File: config.mk
export PLATFORM = sky130hd
export DESIGN_NAME = tmds_decoder
export DESIGN_NICKNAME = d
export VERILOG_FILES = /design/src/rtl/tmds_decoder.sv
export SDC_FILE = /design/constraint.sdc
export NUM_CORES = 1
export LEC_CHECK = 0
export CAP_MARGIN = 40
export CORE_MARGIN = 1
export CORE_UTILIZATION = 45
export CTS_CLUSTER_SIZE = 20
export DETAILED_ROUTE_END_ITERATION = 8
export HOLD_SLACK_MARGIN = 0.12
export PLACE_DENSITY = 0.73
export SYNTH_ARGS = -nofsm -noshare
export SYNTH_HDL_FRONTEND = slang
export SYNTH_SLANG_ARGS = --single-unit
export TNS_END_PERCENT = 100
File: constraint.sdc
create_clock -name clock -period 6.85 [get_ports clock]
set_clock_uncertainty 0.15 [all_clocks]
set_input_delay 0.685 -clock clock [delete_from_list [all_inputs] [get_ports clock]]
set_output_delay 0.685 -clock clock [all_outputs]
set_load 0.01 [all_outputs]
File: src/rtl/tmds_decoder.sv
`default_nettype none
// ----------------------------------------------------------------------------
// tmds_decoder: TMDS lane word aligner (bit-slip on control tokens) + decoder
// Rev 1.0
// ----------------------------------------------------------------------------
module tmds_decoder #(
  parameter int LOCK_COUNT  = 8,
  parameter int SEARCH_WAIT = 4096,
  parameter int MAX_GAP     = 2048
) (
  input  logic       clock,
  input  logic       resetn,
  input  logic [9:0] din,
  output logic       Video,
  output logic [1:0] Cntrl,
  output logic [7:0] Color,
  output logic       locked,
  output logic [3:0] slip_offset
);

  localparam int TOK_W = $clog2(LOCK_COUNT + 1);
  localparam int TMR_W = $clog2(SEARCH_WAIT);
  localparam int GAP_W = $clog2(MAX_GAP + 1);

  typedef enum logic {SEARCH = 1'b0, LOCKED = 1'b1} state_t;

  state_t           state;
  logic [9:0]       prev;
  logic [9:0]       w;
  logic [9:0]       w_next;
  logic [3:0]       off;
  logic [3:0]       off_next;
  logic [TOK_W-1:0] tok_cnt;
  logic [TMR_W-1:0] tmr;
  logic [GAP_W-1:0] gap;
  logic             blank;
  logic             is_tok;
  logic [1:0]       tok_val;
  logic [7:0]       d;
  logic [7:0]       dec;
  logic             lock_hit;
  logic             timeout;
  logic             gap_hit;
  logic             next_locked;

  // Bit 0 of the window is the earliest serial bit, so the aligned word is a right shift.
  assign w_next   = 10'({din, prev} >> off);
  assign off_next = (off == 4'd9) ? 4'd0 : off + 4'd1;

  always_comb begin
    is_tok  = 1'b1;
    tok_val = 2'b00;
    case (w)
      10'b1101010100: tok_val = 2'b00;
      10'b0010101011: tok_val = 2'b01;
      10'b0101010100: tok_val = 2'b10;
      10'b1010101011: tok_val = 2'b11;
      default:        is_tok  = 1'b0;
    endcase
  end

  always_comb begin
    d      = w[9] ? ~w[7:0] : w[7:0];
    dec    = 8'd0;
    dec[0] = d[0];
    for (int i = 1; i < 8; i++) begin
      dec[i] = w[8] ? (d[i] ^ d[i-1]) : ~(d[i] ^ d[i-1]);
    end
  end

  // The word right after an offset change was aligned with the old offset; blank skips it.
  assign lock_hit    = (state == SEARCH) && !blank && is_tok &&
                       (tok_cnt == TOK_W'(LOCK_COUNT - 1));
  assign timeout     = (state == SEARCH) && (tmr == TMR_W'(SEARCH_WAIT - 1));
  assign gap_hit     = (state == LOCKED) && !is_tok && (gap == GAP_W'(MAX_GAP - 1));
  assign next_locked = (state == SEARCH) ? lock_hit : !gap_hit;
  assign slip_offset = off;

  always_ff @(posedge clock) begin
    if (!resetn) begin
      state   <= SEARCH;
      prev    <= 10'd0;
      w       <= 10'd0;
      off     <= 4'd0;
      tok_cnt <= '0;
      tmr     <= '0;
      gap     <= '0;
      blank   <= 1'b0;
      locked  <= 1'b0;
      Video   <= 1'b0;
      Cntrl   <= 2'b00;
      Color   <= 8'd0;
    end else begin
      prev   <= din;
      w      <= w_next;
      blank  <= 1'b0;
      locked <= next_locked;
      case (state)
        SEARCH: begin
          if (lock_hit) begin
            state   <= LOCKED;
            tmr     <= '0;
            tok_cnt <= '0;
            gap     <= '0;
          end else if (timeout) begin
            off     <= off_next;
            tmr     <= '0;
            tok_cnt <= '0;
            blank   <= 1'b1;
          end else begin
            tmr <= tmr + 1'b1;
            if (!blank) begin
              tok_cnt <= is_tok ? tok_cnt + 1'b1 : '0;
            end
          end
        end
        LOCKED: begin
          if (gap_hit) begin
            state   <= SEARCH;
            off     <= off_next;
            gap     <= '0;
            tmr     <= '0;
            tok_cnt <= '0;
            blank   <= 1'b1;
          end else begin
            gap <= is_tok ? '0 : gap + 1'b1;
          end
        end
        default: state <= SEARCH;
      endcase

      if (!next_locked) begin
        Video <= 1'b0;
        Cntrl <= 2'b00;
        Color <= 8'd0;
      end else if (is_tok) begin
        Video <= 1'b0;
        Cntrl <= tok_val;
        Color <= 8'd0;
      end else begin
        Video <= 1'b1;
        Color <= dec;
      end
    end
  end

endmodule
`default_nettype wire

== After elaboration in Yosys (flattened, before gate mapping) ==
Index checks and enable logic that the tools add are counted.
Storage, ports and cells
  output and inout port bits: 16
  logic and storage cells: 100
  bits in registers: 66
Operators by class
  reductions and logical operators: 14
  bitwise gates (word level): 18
  shifts and indexed selects: 1
  equal/unequal tests: 13
  add/subtract/negate cells: 4
  multiplexer cells: 38
Operators by type and width (number)
  $mux 12: 6
  $pmux 12 s2: 2
  $mux 4: 9
  $add 12x1->12 const B: 2
  $eq 10x10->1 const B: 2
  $shr 20x4->10: 1
  $pmux 4 s2: 2
  $mux 1: 15
  $eq 12x11->1 const B: 1
  $eq 12x12->1 const B: 1
  $eq 10x8->1 const B: 1
  $eq 10x9->1 const B: 1
  $not 1->1: 10
  $add 4x1->4 const B: 2
  $mux 8: 1
  $not 8->8: 1
  $xor 1x1->1: 7
  $logic_and 1x1->1: 6
  $ne 2x2->1 const B: 3
  $pmux 2 s3: 1
  $eq 4x3->1 const B: 1
  $eq 4x4->1 const B: 1
  $ne 4x4->1 const B: 1
  $pmux 1 s2: 2
  6 further kinds: 9

== Depth between registers and ports, before layout ==
Gate-level depths: netlist (run 1).
  depth in word-level cells: 10
  depth in mapped cells: 9

== Least setup slack after synthesis (run 1) ==
No wires, ideal clock.
  path kind: flip-flop to flip-flop
  start: register gap[0]
  end: register tmr[10]
  required time: 6.581 ns
  slack: 4.616 ns
  library setup time: 0.119 ns
  stages on the path, launching flop included: 8
  arrival: 1.966 ns
  buffers on the path: 1
  cell sequence: dfxtp_1 -> ha_1 -> nand4_1 -> or4_4 -> o31ai_4 -> buf_6 -> nand2_1 -> o221a_1
Between the ends
  cells in the longest elaborated chain, start to end: 3
RTL lines
  start, declared: RTL line 35  | logic [GAP_W-1:0] gap;
  start signal, assigned: RTL line 126  | gap <= is_tok ? '0 : gap + 1'b1;
  $eq 12x11->1: RTL line 75  | assign gap_hit = (state == LOCKED) && !is_tok && (gap == GAP_W'(MAX_GAP - 1));
  $logic_and 1x1->1: RTL line 75
  $ne 2x1->1 (no line)
  end signal, assigned: RTL line 111  | tmr <= tmr + 1'b1;
  end, declared: RTL line 34  | logic [TMR_W-1:0] tmr;
No other way between the ends.
A chain may end at the register's enable or synchronous reset.

== Final worst setup path (run 1) ==
  start: register gap[0]
  end: register tmr[11]
Same word-level chain as after synthesis.

==> results of run 1 <==
[Yosys cell counts (4+ instances only)]
library cell  number
nand2_1           27
nand3_1            9
xor2_1             6
xnor2_1           12
and2_1            20
dfxtp_1           65
ha_1              11
mux4_2            10
nor2b_1            6
mux2i_1            9
and3_1             9
nand4_1           10
nor2_2             4
inv_1             15
a311oi_1           5
clkbuf_1           7
o21ai_0           10
a31oi_1            4
mux2_2             5
buf_2              5
nor2_1            46
o211ai_1           4
buf_6              4
a211oi_1          14
a21oi_1           23
[state kept, by name (all words and copies together) (netlist names)]
register,cells
locked,1
tmr,12
blank,1
slip_offset,4
Color,8
Video,1
w,10
prev,10
gap,12
Cntrl,2
tok_cnt,4
[routing by layer]
metal  vias to the layer above  global-route usage
met5                         -                   0
met4                         0              0.0714
met3                         8              0.0352
met2                        67               0.309
met1                      1326               0.252
li1                       1464                   -
[area by class of cell]
| cell class | instances | area, sq um | share of cell area |
|---|---|---|---|
| inverters | 18 | 67.6 | 0.0166 |
| repair buffers | 30 | 300 | 0.0739 |
| multi-input cells | 293 | 2080 | 0.511 |
| clock buffers | 13 | 149 | 0.0367 |
| well taps | 102 | 128 | 0.0314 |
| clock inverters | 3 | 40.0 | 0.00986 |
| flip-flops and latches | 65 | 1300 | 0.320 |
[tightest hold or removal path, stage by stage, from the launching register on]
cell     delay (ns)
dfxtp_1        0.31
nand3_1        0.06
a21oi_1        0.06
[cells by family after synthesis]
logic type      synth area share
simple gates               0.236
compound gates             0.159
flops                      0.365
buf+inv                   0.0520
mux                        0.104
xor+xnor                  0.0443
fa+ha+maj                 0.0386
[where the power goes]
group / switching [mW] / total [mW] / internal [mW]
combinational: 0.0230 / 0.0484 / 0.0254
clock: 0.143 / 0.320 / 0.177
sequential: 0.00610 / 0.391 / 0.385
total: 0.172 / 0.760 / 0.588
[metrics by stage]
step / setup WS (ns) / std cells / utilization / area [sq um] / hold slack [ns]
final: 4.14 / 524 / 0.528 / 4060 / 0.331
after global routing: 3.94 / 524 / 0.528 / 4060 / 0.346
after CTS: 4.11 / 524 / 0.528 / 4060 / 0.327
after detailed placement: 3.84 / 508 / 0.504 / 3870 / 0.314
after global placement: 3.85 / 507 / 0.502 / 3860 / 0.311
after floorplan: 4.62 / 395 / - / 3560 / 0.299
[worst paths after layout]
check             depth (start not counted)  slack [ns]                     to
setup / recovery                          7        4.14   tmr[11]$_SDFFE_PN0P_
hold / removal                            2        0.33  Cntrl[1]$_SDFFE_PN0P_
setup reg to reg                          7        4.14   tmr[11]$_SDFFE_PN0P_
hold reg to reg                           2        0.33  Cntrl[1]$_SDFFE_PN0P_
==> Flow_metrics.wiki, run 1 <==
{| class="wikitable"
! Metric !! Value
|-
| Run status || finished, final reports clean
|-
| Data required time at the worst endpoint || around 6.9 ns
|-
| Site Rows || 32
|-
| Clock root buffer || clkbuf_8
|-
| Worst slew margin || 0.494
|-
| Buffers on Ports || 27
|-
| Dominant cell type by count on the critical path || nand4_1
|-
| Post-route ant nets || 0
|-
| Area enclosed by the die boundary || between 0.008 and 0.009 sq mm
|-
| Most frequent cells in the layout || dfxtp_1, nor2_1, nand2_1, clkdlybuf4s50_1, a21oi_1
|-
| Wire length on met2 || between 3000 and 4000 microns
|-
| Starting utilization of the core area || 0.463
|-
| Leakage power || roughly 1.5 nW
|-
| Initial antenna violation count || 0
|-
| Family of cells with the greatest summed delay on the critical path || simple AND/OR/NAND/NOR gates
|-
| Worst slew pin tran || between 0.7 and 0.8 ns
|-
| Synthesized Nets || ~420
|-
| Largest net degree at the start of global routing || 28
|-
| Library cell contributing the largest single delay on the critical path || o31ai_4
|-
| Number of nets in the final layout || 440
|-
| Achievable Freq || roughly 370 MHz
|-
| Yosys warning total || 0
|-
| Count of instances resized after the clock tree is built || 0
|-
| Startpoint of the lowest-slack register-to-register path || gap[0]$_SDFFE_PN0P_
|-
| Number of sinks handled by clock tree synthesis || 65
|-
| Routed WL per cell || 14.0 microns
|-
| TritonRoute pass-1 iters || 4
|-
| DRC || 0
|-
| Data arrival time of the critical path || ~2.8 ns
|-
| Kind of end point of the critical path || flop
|-
| List of cells traversed by the critical path || ha_1, nand4_1, or4_4, o31ai_4, nand4_1, xor2_1, nor2_1
|-
| Biggest fanout along the worst timing path || 13
|-
| Amount of wire on met3 after detailed routing || between 300 and 400 microns
|-
| CP peak stage delay || between 0.6 and 0.7 ns
|-
| CP startpoint kind || flop
|-
| Number of setup buffers added after CTS || 0
|-
| Share of final-layout standard cells stronger than drive strength 1 || 0.121
|-
| Top metal layer carrying routed signals || met4
|-
| Depth of the CTS H-tree || 3
|-
| Part of the Yosys area used for sequential elements || 0.365
|-
| Total power consumption of the routed design || 760 uW
|-
| Cell Area, Synth || between 0.003 and 0.004 sq mm
|-
| Synthesized instance count || 395
|-
| Number of distinct library cell variants in the gate-level netlist after synthesis || 60
|-
| Crit. Startpoint || gap[0]$_SDFFE_PN0P_
|-
| HPWL after DPL || roughly 5300 microns
|-
| Total via count in the routed design || 2865
|-
| Yosys reg bits || 65
|-
| CTS tree || yes
|-
| Die width || about 91 microns
|-
| Total detailed-routing wirelength || 7340 microns
|-
| Type of the worst setup path || reg -> reg
|-
| Buffer levels on the longest clock path || 2
|-
| Antenna Cells || 0
|-
| Post-CTS Hold Buffers || 0
|-
| Final Hold Fails || 0
|-
| Number of flops mapped to enable cells by yosys || 0
|-
| Most common cell after layout, fill and taps aside || dfxtp_1
|-
| Ports || 28
|-
| HP Class || reg -> reg
|-
| Count of buffering cells on the critical path with inverters included || 0
|-
| Wire length of the first global-routing pass || ~13000 microns
|-
| Starting DRT DRC Count || roughly 140
|-
| Global-route total usage across every layer || 0.190
|-
| Routed metal-1 wirelength || 3480 microns
|-
| Clock input transition at the sequential cells of the worst setup and hold paths || 0.07 ns
|-
| Filler cell count || between 600 and 700
|-
| Area growth from synthesis to layout || 14.0%
|-
| Total power per unit cell area || about 190 mW/mm^2
|-
| Area share of the largest cell type after synthesis || 0.365
|-
| Remaining global-route overflow || 0
|-
| Height of the chip || a little over 90 microns
|-
| GP Congestion || 0.875
|-
| Mean instance size in the synthesized netlist || 9.02 sq um
|-
| RSZ-0062 raised after global routing || false
|-
| Sum of negative setup slack || 0 ns
|-
| Fraction of the cycle the final worst path needs || 0.396
|-
| Hold Crit Start || Cntrl[1]$_SDFFE_PN0P_
|-
| Worst skew pair latency || 0.34 ns
|-
| Main flop type after synthesis || dfxtp_1
|-
| Setup Viol. Count Final || 0
|-
| Number of CTS-inserted buffers || 9
|-
| Area leader, netlist || dfxtp_1
|-
| Clock period minus final worst setup slack || 2.71 ns
|-
| Vias in the first global route || approximately 2700
|-
| Number of slew-limit violations in the final report || 0
|-
| Top post-synthesis cells by area || dfxtp_1, mux4_2, nor2_1
|-
| Avg Vias per Cell || approximately 5.5
|-
| Worst supply voltage drop on vdd || approximately 0.083 mV
|-
| Max Cap Viol || 0
|-
| FFs w/ async S/R, synth || 0
|-
| Floorplan core area || a little under 0.008 sq mm
|}
Note: power is estimated with default switching activity, not from simulation.
==> run 2: changes to the inputs <==
==> constraint.sdc (replaced) <==
create_clock -name clock -period 2.7 [get_ports clock]
set_clock_uncertainty 0.15 [all_clocks]
set_input_delay 0.27 -clock clock [delete_from_list [all_inputs] [get_ports clock]]
set_output_delay 0.27 -clock clock [all_outputs]
set_load 0.01 [all_outputs]
==> run 2 against run 1 <==
  * Count of clock-buffer cells in the layout shrank 4
  * First-iteration DRC count shrank 24%
  * Sequential share of layout area shrank 0.21 points
  * Global-route usage shrank 0.11 points
  * Final cell count grew 1.1%
  * Combinational power grew to 2.6 times the previous value
  * Wire length shrank 4.2%
  * Power grew 150%
  * Maximum frequency grew 12%
  * Flip-flop and latch count is the same
  * Critical path type unchanged
  * Largest cell class unchanged
  * Largest power group unchanged
==> Flow_metrics.wiki, run 2 (synthesis gave the netlist of run 1 again) <==
{| class="wikitable"
! Metric !! Value
|-
| Startpoint of the lowest-slack register-to-register path || gap[0]$_SDFFE_PN0P_
|-
| Area growth from synthesis to layout || 14.8%
|-
| Starting DRT DRC Count || 104 (-24%)
|-
| Filler cell count || 722 (+3.7%)
|-
| HPWL after DPL || 5240 microns (-0.87%)
|-
| Share of final-layout standard cells stronger than drive strength 1 || 0.140 (+0.0193)
|-
| Run status || finished, final reports clean
|-
| Ports || 28 (unchanged)
|-
| Leakage power || 1.53 nW (+0.93%)
|-
| Global-route total usage across every layer || 0.189 (-0.00109)
|-
| Remaining global-route overflow || 0 (unchanged)
|-
| Most frequent cells in the layout || dfxtp_1, nor2_1, nand2_1, clkdlybuf4s50_1, a21oi_1
|-
| Number of placed cells counting well taps || 514 (+1.2%)
|-
| Number of setup buffers added after CTS || 0 (unchanged)
|-
| Number of slew-limit violations in the final report || 0 (unchanged)
|-
| Depth of the CTS H-tree || 3 (unchanged)
|-
| Cells on worst reg2reg path || 8 (+1)
|-
| End of the worst hold path || Cntrl[1]$_SDFFE_PN0P_
|-
| Min-Delay Path Depth || 2 (unchanged)
|-
| Sum of negative setup slack || 0 ns (unchanged)
|-
| Count of placed standard cells in the final layout, fillers left out || 530 (+1.1%)
|-
| Clock input transition at the sequential cells of the worst setup and hold paths || 0.07 ns (about the same)
|-
| Max Cap Viol || 0 (unchanged)
|-
| Setup Viol. Count Final || 0 (unchanged)
|-
| Clock period minus final worst setup slack || 2.43 ns (-0.285 ns)
|-
| Fraction of the cycle the final worst path needs || 0.900 (+0.503)
|-
| Total power per unit cell area || 456 mW/mm^2 (+140%)
|-
| Floorplan core area || 0.00769 sq mm (unchanged)
|-
| Height of the chip || 91.0 microns (unchanged)
|-
| TritonRoute pass-1 iters || 4 (unchanged)
|-
| Buffers on Ports || 27 (unchanged)
|-
| Initial antenna violation count || 0 (unchanged)
|-
| Achievable Freq || 412 MHz (+12%)
|-
| Hold Crit Start || Cntrl[1]$_SDFFE_PN0P_
|-
| Number of sinks handled by clock tree synthesis || 65 (unchanged)
|-
| Total detailed-routing wirelength || 7040 microns (-4.2%)
|-
| Final Hold Fails || 0 (unchanged)
|-
| GP Congestion || 0.863 (-1.4%)
|-
| R2r endpoint || tmr[11]$_SDFFE_PN0P_
|-
| Type of the worst setup path || reg -> reg
|-
| Biggest fanout along the worst timing path || 13 (unchanged)
|-
| Vias in the first global route || 2836 (+3.6%)
|-
| Die width || 91.0 microns (unchanged)
|-
| Worst skew pair latency || 0.35 ns (about the same)
|-
| CTS tree || yes
|-
| Total power consumption of the routed design || 1.87 mW (+150%)
|-
| Number of CTS-inserted buffers || 9 (unchanged)
|-
| Kind of end point of the critical path || flop
|-
| Number of nets in the final layout || 446 (+1.4%)
|-
| Antenna Cells || 0 (unchanged)
|-
| CP startpoint kind || flop
|-
| Area enclosed by the die boundary || 0.00828 sq mm (unchanged)
|-
| Worst supply voltage drop on vdd || 0.190 mV (+130%)
|-
| Total via count in the routed design || 2904 (+1.4%)
|-
| Data arrival time of the critical path || 2.52 ns (-0.28 ns)
|-
| Starting utilization of the core area || 0.463 (unchanged)
|-
| Count of instances resized after the clock tree is built || 0 (unchanged)
|-
| Post-route ant nets || 0 (unchanged)
|-
| Clock root buffer || clkbuf_8
|-
| Site Rows || 32 (unchanged)
|-
| Wire length of the first global-routing pass || 12800 microns (about the same)
|-
| RSZ-0062 raised after global routing || false
|-
| Worst slew margin || 0.579 (+0.0847)
|-
| Register-to-register path setup slack || 0.27 ns (-3.86 ns)
|-
| Most common cell after layout, fill and taps aside || dfxtp_1
|-
| Avg Vias per Cell || 5.48 (+0.21%)
|-
| Worst slew pin tran || 0.631 ns (-0.123 ns)
|-
| DRC || 0 (unchanged)
|-
| Data required time at the worst endpoint || 2.79 ns (-4.14 ns)
|-
| Biggest registers after layout || gap (12), tmr (12)
|-
| Largest net degree at the start of global routing || 26 (-7.1%)
|-
| Buffer levels on the longest clock path || 2 (unchanged)
|-
| HP Class || reg -> reg
|-
| Post-CTS Hold Buffers || 0 (unchanged)
|-
| Routed WL per cell || 13.3 microns (-5.3%)
|}
==> run 2: per-stage QoR <==
step | instance area (sq um) | hold slack, ns | setup slack [ns] | util
floorplan | 3560 | 0.242 | 0.466 | -
global placement | 3910 | 0.321 | 0.365 | 0.509
detailed placement | 3910 | 0.328 | 0.288 | 0.509
CTS | 4090 | 0.336 | 0.266 | 0.532
global route | 4090 | 0.358 | 0.108 | 0.532
finish | 4090 | 0.334 | 0.271 | 0.532
==> run 2: layout make-up <==
cell class | instances | area [sq um] | share of cell area
clock buffers | 9 | 124 | 0.0303
clock inverters | 7 | 53.8 | 0.0132
multi-input cells | 293 | 2080 | 0.508
well taps | 102 | 128 | 0.0312
inverters | 18 | 67.6 | 0.0165
repair buffers | 36 | 338 | 0.0826
flip-flops and latches | 65 | 1300 | 0.318
==> run 2: worst max path at each step <==
| stage | from | to | slack, ns |
|---|---|---|---|
| 2_1_floorplan | gap[0]$_SDFFE_PN0P_ | tmr[10]$_SDFFE_PN0P_ | 0.47 |
| 5_1_grt | gap[0]$_SDFFE_PN0P_ | tmr[9]$_SDFFE_PN0P_ | 0.11 |
| 3_3_place_gp | gap[0]$_SDFFE_PN0P_ | tmr[11]$_SDFFE_PN0P_ | 0.37 |
| 6_report | gap[0]$_SDFFE_PN0P_ | tmr[11]$_SDFFE_PN0P_ | 0.27 |
| 3_5_place_dp | gap[0]$_SDFFE_PN0P_ | tmr[11]$_SDFFE_PN0P_ | 0.29 |
| 4_1_cts | gap[0]$_SDFFE_PN0P_ | tmr[11]$_SDFFE_PN0P_ | 0.27 |
==> run 2: per-layer routing <==
metal | track usage | vias to the layer above | part of all wire
met3 | 0.0385 | 7 | 0.032
met4 | 0.0794 | 0 | 0.014
li1 | - | 1470 | -
met1 | 0.237 | 1371 | 0.48
met5 | 0 | - | 0
met2 | 0.317 | 56 | 0.48
==> run 2: critical path, cell delays in order (launching register included) <==
cell and delay (ns):
dfxtp_1 0.38, ha_1 0.22, nand4_1 0.17, or4_4 0.58
o31ai_4 0.24, buf_4 0.24, nand4_1 0.13, xor2_1 0.16
nor2_1 0.05
==> run 2: where the power goes <==
part,switching (mW),internal [mW]
combinational,0.0580,0.0663
sequential,0.0147,0.976
clock,0.411,0.340
total,0.483,1.38
